===== src/rtl/qspi_sram_controller.sv =====
// qspi_sram_controller: single-byte quad-I/O (1S-4S-4S) read/write master for an external QSPI SRAM
`timescale 1ns/1ps
module qspi_sram_controller #(
    parameter logic [7:0] CMD_READ     = 8'hEB,
    parameter logic [7:0] CMD_WRITE    = 8'h38,
    parameter int         WAIT_CYCLES  = 6,
    parameter int         CS_HIGH_CLKS = 2
) (
    input  logic        clk,
    input  logic        rst,
    input  logic        req_valid,
    output logic        req_ready,
    input  logic        req_write,
    input  logic [23:0] req_addr,
    input  logic [7:0]  req_wdata,
    output logic        rsp_valid,
    output logic [7:0]  rsp_rdata,
    output logic        sck,
    output logic        ss_n,
    output logic [3:0]  sio_out,
    output logic [3:0]  sio_oe,
    input  logic [3:0]  sio_in
);
    localparam logic [2:0] IDLE  = 3'd0;
    localparam logic [2:0] CMD   = 3'd1;
    localparam logic [2:0] ADDR  = 3'd2;
    localparam logic [2:0] WAIT  = 3'd3;
    localparam logic [2:0] RDATA = 3'd4;
    localparam logic [2:0] WDATA = 3'd5;
    localparam logic [2:0] DESEL = 3'd6;
    localparam int WCW = $clog2(WAIT_CYCLES + 1);

    logic [2:0]     st, nst;
    logic           ph, wr, last;
    logic [3:0]     cnt, ncnt, dout, doe, wd;
    logic [WCW-1:0] wcnt;
    logic [23:0]    addr, addr_sh;
    logic [7:0]     wdata, rbuf, op_sh;

    always_comb begin
        last = st == CMD ? cnt == 4'd7 :
               st == ADDR ? cnt == 4'd5 :
               st == WAIT ? wcnt == WCW'(WAIT_CYCLES - 1) : cnt == 4'd1;
        nst = !last ? st :
              st == CMD ? ADDR :
              st == ADDR ? (wr ? WDATA : WAIT) :
              st == WAIT ? RDATA : DESEL;
        ncnt = last ? 4'd0 : cnt + 4'd1;
        op_sh = (wr ? CMD_WRITE : CMD_READ) << ncnt;
        addr_sh = addr << {ncnt, 2'b00};
        wd = ncnt[0] ? wdata[3:0] : wdata[7:4];
        dout = nst == CMD ? {3'b000, op_sh[7]} :
               nst == ADDR ? addr_sh[23:20] :
               nst == WDATA ? wd : 4'b0000;
        doe = nst == CMD ? 4'b0001 : (nst == ADDR || nst == WDATA) ? 4'b1111 : 4'b0000;
    end

    always_ff @(posedge clk or posedge rst) begin
        if (rst) begin
            st <= IDLE;
            ph <= 1'b0;
            cnt <= 4'd0;
            wcnt <= '0;
            wr <= 1'b0;
            addr <= 24'd0;
            wdata <= 8'd0;
            rbuf <= 8'd0;
            req_ready <= 1'b1;
            rsp_valid <= 1'b0;
            rsp_rdata <= 8'd0;
            sck <= 1'b0;
            ss_n <= 1'b1;
            sio_out <= 4'd0;
            sio_oe <= 4'd0;
        end else begin
            rsp_valid <= 1'b0;
            if (st == IDLE) begin
                if (req_valid && req_ready) begin
                    wr <= req_write;
                    addr <= req_addr;
                    wdata <= req_wdata;
                    req_ready <= 1'b0;
                    st <= CMD;
                    ph <= 1'b1;
                    cnt <= 4'hF;
                end
            end else if (st == DESEL) begin
                if (cnt == 4'(CS_HIGH_CLKS - 1)) begin
                    st <= IDLE;
                    req_ready <= 1'b1;
                end
                cnt <= cnt + 4'd1;
            end else if (!ph) begin
                sck <= 1'b1;
                ph <= 1'b1;
                if (st == RDATA) rbuf <= cnt[0] ? {rbuf[7:4], sio_in} : {sio_in, rbuf[3:0]};
            end else begin
                sck <= 1'b0;
                ph <= 1'b0;
                st <= nst;
                cnt <= ncnt;
                wcnt <= st == WAIT ? wcnt + 1'b1 : '0;
                sio_out <= dout;
                sio_oe <= doe;
                ss_n <= nst == DESEL;
                if (nst == DESEL) begin
                    rsp_valid <= 1'b1;
                    if (!wr) rsp_rdata <= rbuf;
                end
            end
        end
    end
endmodule


===== config.mk =====
export PLATFORM = sky130hd
export DESIGN_NAME = qspi_sram_controller
export DESIGN_NICKNAME = d
export VERILOG_FILES = /design/src/rtl/qspi_sram_controller.sv
export SDC_FILE = /design/constraint.sdc
export NUM_CORES = 1
export LEC_CHECK = 0
export BUFFER_PORTS_ARGS = -buffer_cell sky130_fd_sc_hd__clkbuf_2
export CORE_MARGIN = 8
export CORE_UTILIZATION = 40
export CTS_BUF_LIST = sky130_fd_sc_hd__clkbuf_8
export DETAILED_ROUTE_END_ITERATION = 16
export GPL_ROUTABILITY_DRIVEN = 0
export PLACE_DENSITY = 0.67
export SLEW_MARGIN = 20
export SYNTH_ARGS = -nofsm -noshare
export SYNTH_HDL_FRONTEND = slang
export SYNTH_SLANG_ARGS = --single-unit

===== constraint.sdc =====
create_clock -name clk -period 2.5 [get_ports clk]
set_input_delay 0.5 -clock clk [delete_from_list [all_inputs] [get_ports clk]]
set_output_delay 0.5 -clock clk [all_outputs]
set_load 0.05 [all_outputs]

==> results of run 1 <==
routing by layer:
| layer | vias to the layer above | track usage (%) | part of all wire (%) |
|---|---|---|---|
| met2 | 84 | 21.07 | 47 |
| met1 | 1315 | 17.24 | 45 |
| met5 | - | 0 | 0 |
| met3 | 8 | 5.411 | 7.1 |
| li1 | 1318 | - | - |
| met4 | 0 | 4.595 | 0.69 |
state kept, by name (all words and copies together) (netlist names), 2 cells and up:
name	cells
rsp_rdata	8
wdata	8
wcnt	3
sio_out	4
st	3
rbuf	8
cnt	4
sio_oe	2
addr	24
cell families after synthesis:
group           Yosys count  synth area share (%)
flops                    70                 49.16
compound gates           78                 15.53
mux                      56                 17.53
fa+ha+maj                 4                 1.403
xor+xnor                  3                0.7365
simple gates             84                 12.41
buf+inv                  24                 3.226
placed cells by master, fill, tap and decap left out, drive strengths merged, types with 5 or more instances in the layout:
master / synthesis / final
nor2b: 5 / 5
a31oi: 8 / 8
o21ai: 18 / 18
nand3: 6 / 6
a21oi: 18 / 18
buf: 10 / 22
dfrtp: 68 / 68
nand2: 26 / 26
mux2i: 7 / 7
clkbuf: 7 / 69
nand2b: 6 / 6
mux2: 49 / 49
inv: 7 / 8
nor2: 19 / 19
per-stage QoR:
stage               area, sq um  hold WS (ns)  util, %
floorplan                  3568        0.4522        -
CTS                        4265        0.1731    49.15
finish                     4300        0.1663    49.55
global placement           4081        0.4638    47.03
detailed placement         4081        0.4685    47.03
global route               4300        0.1917    49.55
final timing paths:
| kind | start | to | slack [ns] | depth (start not counted) |
|---|---|---|---|---|
| min reg2reg | rbuf[0] | rsp_rdata[0] | 0.48 | 1 |
| max reg2reg | cnt[1] | rsp_rdata[3] | 0.10 | 8 |
| max | cnt[1] | rsp_rdata[3] | 0.10 | 8 |
| min | rst | addr[4] | 0.17 | 2 |
| min in group clk | req_write | wr | 0.37 | 3 |
| max in group asynchronous | rst | req_ready | 1.65 | 3 |
area by class of cell:
type                    count  share of cell area (%)
multi-input cells         225                   40.15
inverters                   7                  0.6110
clock buffers              10                   3.200
repair buffers             81                   11.00
clock inverters             6                   1.077
well taps                 108                   3.142
flip-flops and latches     70                   40.82
power by group through the flow:
stage / registers [mW] / logic, mW / clock network, mW
floorplan: 2.41 / 2.09 / 0
global placement: 2.07 / 3.29 / 0
detailed placement: 2.09 / 3.32 / 0
CTS: 2.07 / 3.34 / 0.865
global route: 2.15 / 3.70 / 0.914
finish: 2.07 / 3.38 / 0.842
worst register-to-register path: stages (launching register included):
cell and delay (ns):
dfrtp_1 0.41, inv_1 0.07, ha_2 0.17, or3b_4 0.42, o32a_1 0.23, a21o_1 0.22
a21oi_4 0.17, o2111ai_4 0.22, mux2_1 0.37
repair_timing:
action                                 in CTS  in global routing
hold buffers                                0                  0
endpoints found under the hold margin       0                  0
resized for setup                           0                  6
setup endpoints to repair                   0                 11
buffers inserted                            0                  2
==> flow_summary.ini, run 1 <==
[logic_synthesis]
yosysUniqueCellTypes = 59
synth_top_area_share_pct = 47.69
synth_top_cell_by_area = dfrtp_1
synth_nets = 363
synth_edf_count = 0
synth_common_cells = dfrtp_1, mux2_2, nand2_1, nor2_1
yosysMostFrequentCell = dfrtp_1
synthCells = 319
ys_warn_count = 0
ys_seq_elements = 70
synthesis.area_sq_um = 3568
async_reset_ff_share_pct = 100.0
synth_area_leaders = dfrtp_1, mux2_2, nand2_1, a21oi_1, o21ai_0
synth_ff_type = dfrtp_1
syn_area_per_cell_sq_um = 11.19
yosysSeqAreaShare_pct = 49.16

[sta]
final.setup.tns_ns = 0
final-hold-violation-count = 0
min_period_ns = 2.399
finalCritPeriodShare_pct = 95.95
tightestPinTransition_ns = 0.5348
relSlewSlack_pct = 64.30
setup_violations = 0
finalClockSkew_ns = 0.01223
rsz0062_at_grt = true
final.setup.worst_slack_ns = 0.1013
max_freq_ghz = 0.4169
slew_viol_final = 0

[place]
place_hpwl_mm = 6.081
io_buffer_count = 59
dp.cells = 489
dp_slack_ns = 0.07857

[power_and_ir_drop]
design_power_total_mw = 6.294
power_density_nw_per_um2 = 1463
p_sw_share_pct = 44.81
max-vdd-ir-drop_uv = 737.0
p_switching_mw = 2.820
p_int_mw = 3.473
pwr-share-seq_pct = 32.9
p_comb_share_pct = 53.7
power_leakage_nw = 1.981
p_clk_share_pct = 13.4

[cts]
cts_tree = yes
cts_made_buffers = 9
clockRootBuffer = clkbuf_8
clockBufferDepth = 2
clock_latency_ns = 0.35
clk_pin_slew_ns = 0.08
clock-sinks = 70
htree_levels = 3

[global_routing]
grt_pass1_wl_mm = 13.98
grt_max_degree = 47
overflow = 0
antenna_found_initial = 0
grt.total_usage_pct = 13.76
first_global_vias = 2878

[final_layout]
antenna_cells = 0
nets = 438
num-fill-cells = 824
layout-drive-gt1-share_pct = 40.35
syn_to_final_growth_pct = 20.51
multi_input_area_sq_um = 1727
seqCellArea_sq_um = 1755
final_cells = 507

[floorplan]
initial_core_util_pct = 41.12
io_pins = 60
rows = 34
die_area_sq_um = 12200
die_y_um = 110.5
die_x_um = 110.5
coreArea_sq_um = 8678

[run]
cap_viol_max_count = 0

[drt]
vias_per_cell = 5.375
wirelength_mm = 8.267
firstDrtPassIters = 4
wl_per_cell_um = 16.31
via_count = 2725
drc = 0
drtIter0Drc = 117
final_antenna_net_count = 0

[critical_path]
cp-start-kind = register
path_buf_inv = 1
crit_family = compound AO/OA/AOI/OAI gates
worst-endpoint-required_ns = 2.72
crit_chain = inv_1 > ha_2 > or3b_4 > o32a_1 > a21o_1 > a21oi_4 > o2111ai_4 > mux2_1
cp_max_fo = 8
setup.worst_path.end_class = register
worst-setup-path-type = register to register
arrival_ns = 2.62
critPathMaxStageDelay_ns = 0.42
slowest_stage = or3b_4

[worst_hold_path]
holdCritPathClass = input port to asynchronous set/reset pin

[run_status]
status = finished, final reports clean
No activity file was read; power rests on OpenSTA's default activity.
==> run 2, diff against run 1 <==
--- a/config.mk
+++ b/config.mk
@@ -5,6 +5,7 @@
 export SDC_FILE = /design/constraint.sdc
 export NUM_CORES = 1
 export LEC_CHECK = 0
+export ABC_AREA = 1
 export BUFFER_PORTS_ARGS = -buffer_cell sky130_fd_sc_hd__clkbuf_2
 export CORE_MARGIN = 8
 export CORE_UTILIZATION = 40
==> run 2 against run 1 <==
Compared with the run above: clock power increased by 12%; critical path type unchanged; setup slack better by 0.19 ns; maximum frequency is 8.5% higher; count of clock-buffer cells in the layout unchanged; power decreased by 5.8%; sequential share of layout area grew 2.6 points.
==> flow_summary.ini, run 2 <==
[run_status]
status = finished, final reports clean

[logic_synthesis]
yosysUniqueCellTypes = 34
ys_warn_count = 0
synthesis.area_sq_um = 3437
async_reset_ff_share_pct = 100.0
synth_top_cell_by_area = dfrtp_1
synth_common_cells = nand2_1, dfrtp_1, nand3_1, inv_1, o21ai_0
synth_edf_count = 0
syn_area_per_cell_sq_um = 7.811
synth_ff_type = dfrtp_1
yosysMostFrequentCell = nand2_1
synthCells = 440
yosysSeqAreaShare_pct = 51.04
ys_seq_elements = 70
synth_area_leaders = dfrtp_1, nand2_1, nand3_1, o21ai_0, inv_1
synth_top_area_share_pct = 49.51
synth_nets = 484

[critical_path]
rrSetupSlack_ns = 0.29
reg2regPathDepth = 13
reg2reg_from = cnt[0]
crit_path_start = cnt[0]
cp-start-kind = register
cp-endpoint = rsp_rdata[1]
r2r_end = rsp_rdata[1]
arrival_ns = 2.51
cp_max_fo = 17
worst-setup-path-type = register to register
worst-endpoint-required_ns = 2.80
setup.worst_path.end_class = register

[cts]
cts_resized = 0
clk_pin_slew_ns = 0.08
clock-sinks = 70
cts_hold_buf = 0
clockBufferDepth = 2
htree_levels = 3
post_cts_buffers = 0
clockRootBuffer = clkbuf_8
cts_made_buffers = 9
cts_tree = yes
clock_latency_ns = 0.35

[final_layout]
seqCellArea_sq_um = 1755
top_register = addr
final_area_sq_um = 4041
largest_reg_flops = 24
nets = 544
final_common_cell = nand2_1
layout-drive-gt1-share_pct = 20.59
final_cells = 613
finish.utilization_pct = 47.50
num-fill-cells = 905
final_cell_mix = nand2_1, dfrtp_1, clkbuf_2
multi_input_area_sq_um = 1454
syn_to_final_growth_pct = 17.58
antenna_cells = 0

[place]
io_buffer_count = 59
place_hpwl_mm = 5.843
dp.cells = 597
placed_area_sq_um = 3825
dp_slack_ns = 0.1561

[floorplan]
initial_core_util_pct = 40.40
io_pins = 60
die_y_um = 108.7
coreArea_sq_um = 8508
rows = 34
die_x_um = 108.7
die_area_sq_um = 11810

[drt]
dr_wl_met2_mm = 3.778
wl_met3_um = 325
wl_per_cell_um = 12.64
via_count = 2867
final_antenna_net_count = 0
vias_per_cell = 4.677
wirelength_mm = 7.747
drtIter0Drc = 119
drt-met1-wl_mm = 3.501
firstDrtPassIters = 4
drc = 0
top_layer_used = met4

[worst_hold_path]
holdCritPathClass = input port to asynchronous set/reset pin

[sta]
min_period_ns = 2.210
setup_violations = 0
final-hold-violation-count = 0
relSlewSlack_pct = 55.43
final.setup.tns_ns = 0
tightestPinTransition_ns = 0.6679
finalClockSkew_ns = 0.01035
finalCritPeriodShare_pct = 88.40
max_freq_ghz = 0.4525
rsz0062_at_grt = false
final.setup.worst_slack_ns = 0.2900
slew_viol_final = 0

[global_routing]
grt_pass1_wl_mm = 13.39
first_global_vias = 2948
antenna_found_initial = 0
overflow = 0
grt_max_degree = 44
grt.total_usage_pct = 14.27

[power_and_ir_drop]
p_sw_share_pct = 48.53
power_leakage_nw = 2.192
power_density_nw_per_um2 = 1466
p_comb_share_pct = 50.4
p_clk_share_pct = 16.0
p_int_mw = 3.051
max-vdd-ir-drop_uv = 471.3
pwr-share-seq_pct = 33.6
p_switching_mw = 2.876

[run]
cap_viol_max_count = 0
==> run 2: worst min-delay path by stage <==
stage	slack [ns]	from	to	depth (start not counted)
6_report	0.19	rst	wdata[1]	2
5_1_grt	0.23	rst	rbuf[5]	2
4_1_cts	0.21	rst	wdata[1]	2
3_5_place_dp	0.46	addr[1]	addr[1]	2
3_3_place_gp	0.45	wdata[6]	wdata[6]	2
2_1_floorplan	0.44	addr[12]	addr[12]	2
==> run 2: power by group through the flow <==
stage	sequential, mW	combinational (mW)	clock (mW)
after global routing	2.06	3.42	1.02
after CTS	1.99	2.99	0.970
after floorplan	2.27	2.07	0
final	1.99	2.99	0.945
after global placement	2.00	2.92	0
after detailed placement	2.01	2.97	0
==> run 2: critical path, stage by stage, from the launching register on <==
cell	delay, ns
dfrtp_2	0.48
ha_1	0.24
nand3_1	0.12
nand2_1	0.06
nand2_1	0.11
nand2_2	0.08
nand2_4	0.17
nand2_1	0.09
o21ai_2	0.12
inv_2	0.10
nor3_4	0.23
buf_4	0.20
nand3_1	0.08
nand2_1	0.08
==> run 2: area by class of cell <==
cell class / instances / area share (%)
sequential: 70 / 43.44
timing repair buffer: 65 / 8.421
clock inverter: 6 / 1.703
inverter: 40 / 3.715
multi-input combinational: 314 / 35.98
clock buffer: 10 / 3.406
tap: 108 / 3.344
==> run 2: metal layers <==
metal  vias to the layer above  GRT usage (%)
met3                        11          4.314
met5                         -              0
met2                        52          23.32
li1                       1507              -
met1                      1297          17.30
met4                         0          5.670
==> run 2: cell families after synthesis <==
logic type / share of synthesized area (%)
adder cells (fa/ha/maj): 1.456
XOR/XNOR: 0.7646
flip-flops: 51.04
buffers and inverters: 6.989
AO/OA/AOI/OAI: 9.028
AND/OR/NAND/NOR: 30.72
==> run 2: per-stage QoR <==
| stage | power (mW) | hold WS, ns |
|---|---|---|
| after floorplan | 4.338 | 0.4417 |
| after global placement | 4.918 | 0.4546 |
| after detailed placement | 4.986 | 0.4601 |
| after CTS | 5.951 | 0.2139 |
| after global routing | 6.497 | 0.2297 |
| final | 5.926 | 0.1908 |
